==> src/rtl/vga_plot_sink.sv <==
// Receiving end of the VGA pixel-plot stream: buffers plot commands, clips off-screen
// pixels and turns each accepted pixel into a linear frame-buffer write (valid/ready).
module vga_plot_sink #(
    parameter int XRES  = 320,
    parameter int YRES  = 240,
    parameter int XW    = 9,
    parameter int YW    = 8,
    parameter int DEPTH = 8,
    parameter int AW    = 17
) (
    input  logic                     CLOCK_50,
    input  logic                     reset,
    input  logic [XW-1:0]            VGA_X,
    input  logic [YW-1:0]            VGA_Y,
    input  logic [23:0]              VGA_COLOR,
    input  logic                     plot,
    output logic [AW-1:0]            fb_addr,
    output logic [23:0]              fb_data,
    output logic                     fb_we,
    input  logic                     fb_ready,
    output logic [$clog2(DEPTH):0]   fifo_level,
    output logic                     busy,
    output logic [15:0]              drop_cnt,
    output logic [15:0]              clip_cnt
);

    localparam int PW = $clog2(DEPTH);
    localparam int EW = XW + YW + 24;
    localparam logic [XW:0]   X_LIM   = (XW+1)'(XRES);
    localparam logic [YW:0]   Y_LIM   = (YW+1)'(YRES);
    localparam logic [PW:0]   LVL_MAX = (PW+1)'(DEPTH);
    localparam logic [PW:0]   LVL_ONE = (PW+1)'(1);
    localparam logic [15:0]   CNT_MAX = 16'hFFFF;

    typedef enum logic [1:0] {IDLE = 2'd0, ADDR = 2'd1, WRITE = 2'd2} state_t;

    state_t             state_r, next_state_s;
    logic [EW-1:0]      mem_r [DEPTH];
    logic [PW-1:0]      wr_ptr_r, rd_ptr_r;
    logic [PW:0]        count_r, count_next_s;
    logic [XW-1:0]      hold_x_r;
    logic [YW-1:0]      hold_y_r;
    logic [23:0]        hold_color_r;
    logic [AW-1:0]      fb_addr_r;
    logic [23:0]        fb_data_r;
    logic               fb_we_r, busy_r;
    logic [15:0]        drop_cnt_r, clip_cnt_r;
    logic               in_range_s, full_s, empty_s, done_s;
    logic               push_s, pop_s, load_addr_s, clip_inc_s, drop_inc_s;
    logic [EW-1:0]      head_s;

    assign in_range_s = ({1'b0, VGA_X} < X_LIM) && ({1'b0, VGA_Y} < Y_LIM);
    assign full_s     = (count_r == LVL_MAX);
    assign empty_s    = (count_r == {(PW+1){1'b0}});
    assign done_s     = (state_r == WRITE) && fb_we_r && fb_ready;
    assign push_s     = plot && in_range_s && (!full_s || pop_s);
    assign clip_inc_s = plot && !in_range_s;
    assign drop_inc_s = plot && in_range_s && full_s && !pop_s;
    assign head_s     = mem_r[rd_ptr_r];

    // FIFO occupancy after this edge; push and pop together leave it unchanged
    always_comb begin
        count_next_s = count_r;
        case ({push_s, pop_s})
            2'b10:   count_next_s = count_r + LVL_ONE;
            2'b01:   count_next_s = count_r - LVL_ONE;
            default: count_next_s = count_r;
        endcase
    end

    // FSM state register
    always_ff @(posedge CLOCK_50) begin
        if (reset) begin
            state_r <= IDLE;
        end else begin
            state_r <= next_state_s;
        end
    end

    // FSM next-state logic
    always_comb begin
        next_state_s = state_r;
        case (state_r)
            IDLE: begin
                if (!empty_s) next_state_s = ADDR;
                else          next_state_s = IDLE;
            end
            ADDR:  next_state_s = WRITE;
            WRITE: begin
                if (done_s) next_state_s = empty_s ? IDLE : ADDR;
                else        next_state_s = WRITE;
            end
            default: next_state_s = IDLE;
        endcase
    end

    // FSM control outputs: pop when idle with data, or straight after a completed write
    always_comb begin
        pop_s       = 1'b0;
        load_addr_s = 1'b0;
        case (state_r)
            IDLE:    pop_s = !empty_s;
            ADDR:    load_addr_s = 1'b1;
            WRITE:   pop_s = done_s && !empty_s;
            default: pop_s = 1'b0;
        endcase
    end

    // FIFO storage; contents need no reset since the pointers define validity
    always_ff @(posedge CLOCK_50) begin
        if (push_s) begin
            mem_r[wr_ptr_r] <= {VGA_X, VGA_Y, VGA_COLOR};
        end
    end

    // FIFO pointers, level and the holding registers fed by a pop
    always_ff @(posedge CLOCK_50) begin
        if (reset) begin
            wr_ptr_r     <= {PW{1'b0}};
            rd_ptr_r     <= {PW{1'b0}};
            count_r      <= {(PW+1){1'b0}};
            hold_x_r     <= {XW{1'b0}};
            hold_y_r     <= {YW{1'b0}};
            hold_color_r <= 24'h000000;
        end else begin
            if (push_s) wr_ptr_r <= wr_ptr_r + {{(PW-1){1'b0}}, 1'b1};
            if (pop_s) begin
                rd_ptr_r                           <= rd_ptr_r + {{(PW-1){1'b0}}, 1'b1};
                {hold_x_r, hold_y_r, hold_color_r} <= head_s;
            end
            count_r <= count_next_s;
        end
    end

    // Registered frame-buffer port and busy flag
    always_ff @(posedge CLOCK_50) begin
        if (reset) begin
            fb_addr_r <= {AW{1'b0}};
            fb_data_r <= 24'h000000;
            fb_we_r   <= 1'b0;
            busy_r    <= 1'b0;
        end else begin
            if (load_addr_s) begin
                fb_addr_r <= AW'(hold_y_r) * AW'(XRES) + AW'(hold_x_r);
                fb_data_r <= hold_color_r;
            end
            fb_we_r <= (next_state_s == WRITE);
            busy_r  <= (count_next_s != {(PW+1){1'b0}}) || (next_state_s != IDLE);
        end
    end

    // Saturating debug counters
    always_ff @(posedge CLOCK_50) begin
        if (reset) begin
            drop_cnt_r <= 16'h0000;
            clip_cnt_r <= 16'h0000;
        end else begin
            if (drop_inc_s && (drop_cnt_r != CNT_MAX)) drop_cnt_r <= drop_cnt_r + 16'h0001;
            if (clip_inc_s && (clip_cnt_r != CNT_MAX)) clip_cnt_r <= clip_cnt_r + 16'h0001;
        end
    end

    assign fb_addr    = fb_addr_r;
    assign fb_data    = fb_data_r;
    assign fb_we      = fb_we_r;
    assign fifo_level = count_r;
    assign busy       = busy_r;
    assign drop_cnt   = drop_cnt_r;
    assign clip_cnt   = clip_cnt_r;

endmodule

==> config.mk <==
export PLATFORM = sky130hd
export DESIGN_NAME = vga_plot_sink
export DESIGN_NICKNAME = d
export VERILOG_FILES = /design/src/rtl/vga_plot_sink.sv
export SDC_FILE = /design/constraint.sdc
export NUM_CORES = 1
export LEC_CHECK = 0
export BUFFER_PORTS_ARGS = -buffer_cell sky130_fd_sc_hd__buf_4
export CAP_MARGIN = 20
export CORE_MARGIN = 2
export CORE_UTILIZATION = 41
export DETAILED_ROUTE_END_ITERATION = 10
export SYNTH_ARGS = -nofsm -noshare
export SYNTH_HDL_FRONTEND = slang
export SYNTH_SLANG_ARGS = --single-unit
==> constraint.sdc <==
create_clock -name CLOCK_50 -period 5.3 [get_ports CLOCK_50]
set_input_delay 0.53 -clock CLOCK_50 [delete_from_list [all_inputs] [get_ports CLOCK_50]]
set_output_delay 0.53 -clock CLOCK_50 [all_outputs]
set_load 0.005 [all_outputs]
==> impl_metrics.toml <==
[outcome]
run_status = "finished clean"

[clocking]
root_buffer = "clkbuf_16"
cts_resized = 0
cts_setup_buffers = 0
cts_hold_buffers = 0
cts_made_buffers = 48
clk_latency_ns = 0.58
clock_sinks = 456
cts_tree = "built"
htreeDepth = 2
clk_path_buf_depth = 3
clk_pin_slew_ns = 0.06

[setup_path]
reg2reg_to = "mem_r[6][10]"
cp_max_fo = 27
worstPathRequired_ns = 5.56
ff2ff_setup_slack_ns = 2.22
criticalPathCategory = "flop to flop"
crit_slowest_cell = "nor2_4"
cp_top_family = "simple AND/OR/NAND/NOR gates"
setup.worst_path.end_class = "flop"
critPathArrivalTime_ns = 3.34
cpPeakStageDelay_ns = 0.83
r2r-start = "state_r[1]"
crit_chain = "a21boi_2 -> or2_2 -> a21oi_1 -> nand2_1 -> nor2_4 -> buf_4"
path_buf_inv = 1
cp-start-kind = "flop"
r2r_cells = 6

[global_routing]
grt_pass1_vias = 9745
antenna_found_initial = 2
grt-ovfl-total = 0
grt.total_usage = 0.1658
grt_max_degree = 86
grt_pass1_wl_mm = 56.41

[synthesis]
avgSynthCellArea_um2 = 15.93
synth_ff_type = "edfxtp_1"
synth_warnings = 0
syn_area_um2 = 17800
synth_cell_types = 55
ys_seq_elements = 456
synth_top_area_frac = 0.5534
syn-num-nets = 1184
yosysTopAreaCell = "edfxtp_1"
synthArstFlopShare = 0
yosys-top-cells-area = "edfxtp_1 55%, dfxtp_1 14%, mux4_2 10%"
synth_edf_count = 328
synth_cells = 1117
synth.yosys.seq_area_share = 0.6974
synth_common_cells = "328 x edfxtp_1, 128 x dfxtp_1, 103 x nor2_1, 89 x nand2_1, 82 x mux4_2"
synth_most_common_cell = "edfxtp_1"

[min_path]
min_path_cells = 1
min_path_type = "primary input to flop"
hold_start = "VGA_Y[0]"
hold_end = "mem_r[2][24]"

[cells_and_area]
postLayoutCellArea_um2 = 20930
fin_nets = 1311
drive_gt1_frac = 0.2461
area_growth_syn_to_layout_pct = 17.58

[route]
post_drt_wl_per_cell_um = 19.49
antenna_left = 0
viasPerCell = 5.193
wirelength_mm = 36.45
drc = 0
first_iter_violations = 612
drtPass1Iterations = 5
route.vias.total = 9710

[placement]
dp.final_hpwl_mm = 21.09
pre_cts_ws_ns = 1.645
routabilityCongestion = 0.7284
io_buffers = 123
placed_area_um2 = 19390

[sta]
rsz0062_at_grt = "no"
finalCriticalPeriod_ns = 3.085
finClkSkew_ns = 0.02853
whs_ns = 0.1902
max_freq_ghz = 0.3242
slew_headroom = 0.3326
setup_viol = 0
period_share = 0.5820
final_hold_viol_count = 0
tightest_slew_ns = 1.001
fin_tns_setup_ns = 0
slew_violations = 0
fin_ws_ns = 2.215

[die]
num_rows = 76
initial_core_util = 0.4141
dieHeight_um = 212.4
io_pins = 124
fp.dieW_um = 212.4
die_area_um2 = 45090
core_um2 = 42980

[pwr]
cellPowerDensity_nw_per_um2 = 449.6
ir_worst_vdd_uv = 235.2
p_leak_nw = 6.927

[flow_run]
maxCapViolCount = 0
## how the worst max path moves through the flow
| stage | cells after the start | startpoint | endpoint |
|---|---|---|---|
| finish | 6 | state_r[1] | mem_r[6][10] |
| global route | 6 | state_r[1] | mem_r[6][9] |
| CTS | 6 | state_r[1] | mem_r[6][9] |
| detailed placement | 7 | VGA_X[7] | mem_r[6][11] |
| global placement | 7 | VGA_X[7] | mem_r[6][12] |
| floorplan | 5 | fb_ready | mem_r[4][0] |
## layer usage
metal | vias up | track usage | routed length [um]
met4 | 2 | 0.04437 | 640
met5 | - | 0 | 8
met1 | 4924 | 0.2322 | 16660
met2 | 185 | 0.2650 | 17310
li1 | 4552 | - | -
met3 | 47 | 0.03427 | 1820
## cell usage in the layout (no fill, tap or decap), types with 5 or more instances in the layout
cell type,count
mux4_2,82
edfxtp_1,328
buf_4,137
nor3_1,9
a211oi_1,51
clkinv_2,12
nor2_1,99
nand3_1,11
inv_1,11
ha_1,20
clkbuf_1,14
nor3_2,7
clkbuf_16,50
and4_1,5
a21oi_1,43
o21ai_0,10
dfxtp_1,125
nand2_1,89
xnor2_1,16
and3_1,9
clkinv_1,9
nand4_1,9
xor2_1,28
mux2i_1,45
## layout make-up
cell class / instances / area [um2]
Antenna cell: 1 / 2.502
Timing Repair Buffer: 139 / 1069
Clock buffer: 64 / 1304
Multi-Input combinational cell: 588 / 5150
Inverter: 11 / 41.29
Clock inverter: 26 / 209.0
Fill cell: 3715 / 22050
Tap cell: 585 / 732.0
Sequential cell: 456 / 12420
## power by group
group          internal, mW  switching, mW  total, mW
logic                 0.888          0.963       1.85
registers              4.06          0.283       4.34
clock network          1.88           1.34       3.22
## through the flow
stage / utilization / cells / total power, mW
after floorplan: - / 1117 / 5.704
after global placement: 0.4512 / 1778 / 6.255
after detailed placement: 0.4512 / 1778 / 6.284
after CTS: 0.4864 / 1868 / 9.533
after global routing: 0.4868 / 1869 / 9.902
final: 0.4869 / 1870 / 9.409
## flip-flops by register name, summed over array words and instances (netlist names)
name,flops
busy,1
clip_cnt,16
drop_cnt,16
fb_addr,17
fb_data,24
fb_we,1
fifo_level,4
hold_color_r,24
hold_x_r,9
hold_y_r,8
mem_r,328
rd_ptr_r,3
state_r,2
wr_ptr_r,3
## cells by family (layout without fill, tap and decap cells)
logic type | count (synthesis) | after routing | share of synthesized area
xor+xnor | 44 | 44 | 0.02165
simple gates | 267 | 267 | 0.06988
mux | 129 | 129 | 0.1303
compound gates | 126 | 126 | 0.04696
other cells | 0 | 1 | 0
fa+ha+maj | 22 | 22 | 0.01631
buf+inv | 73 | 240 | 0.01750
flops | 456 | 456 | 0.6974
Note: power is estimated with default switching activity, not from simulation.
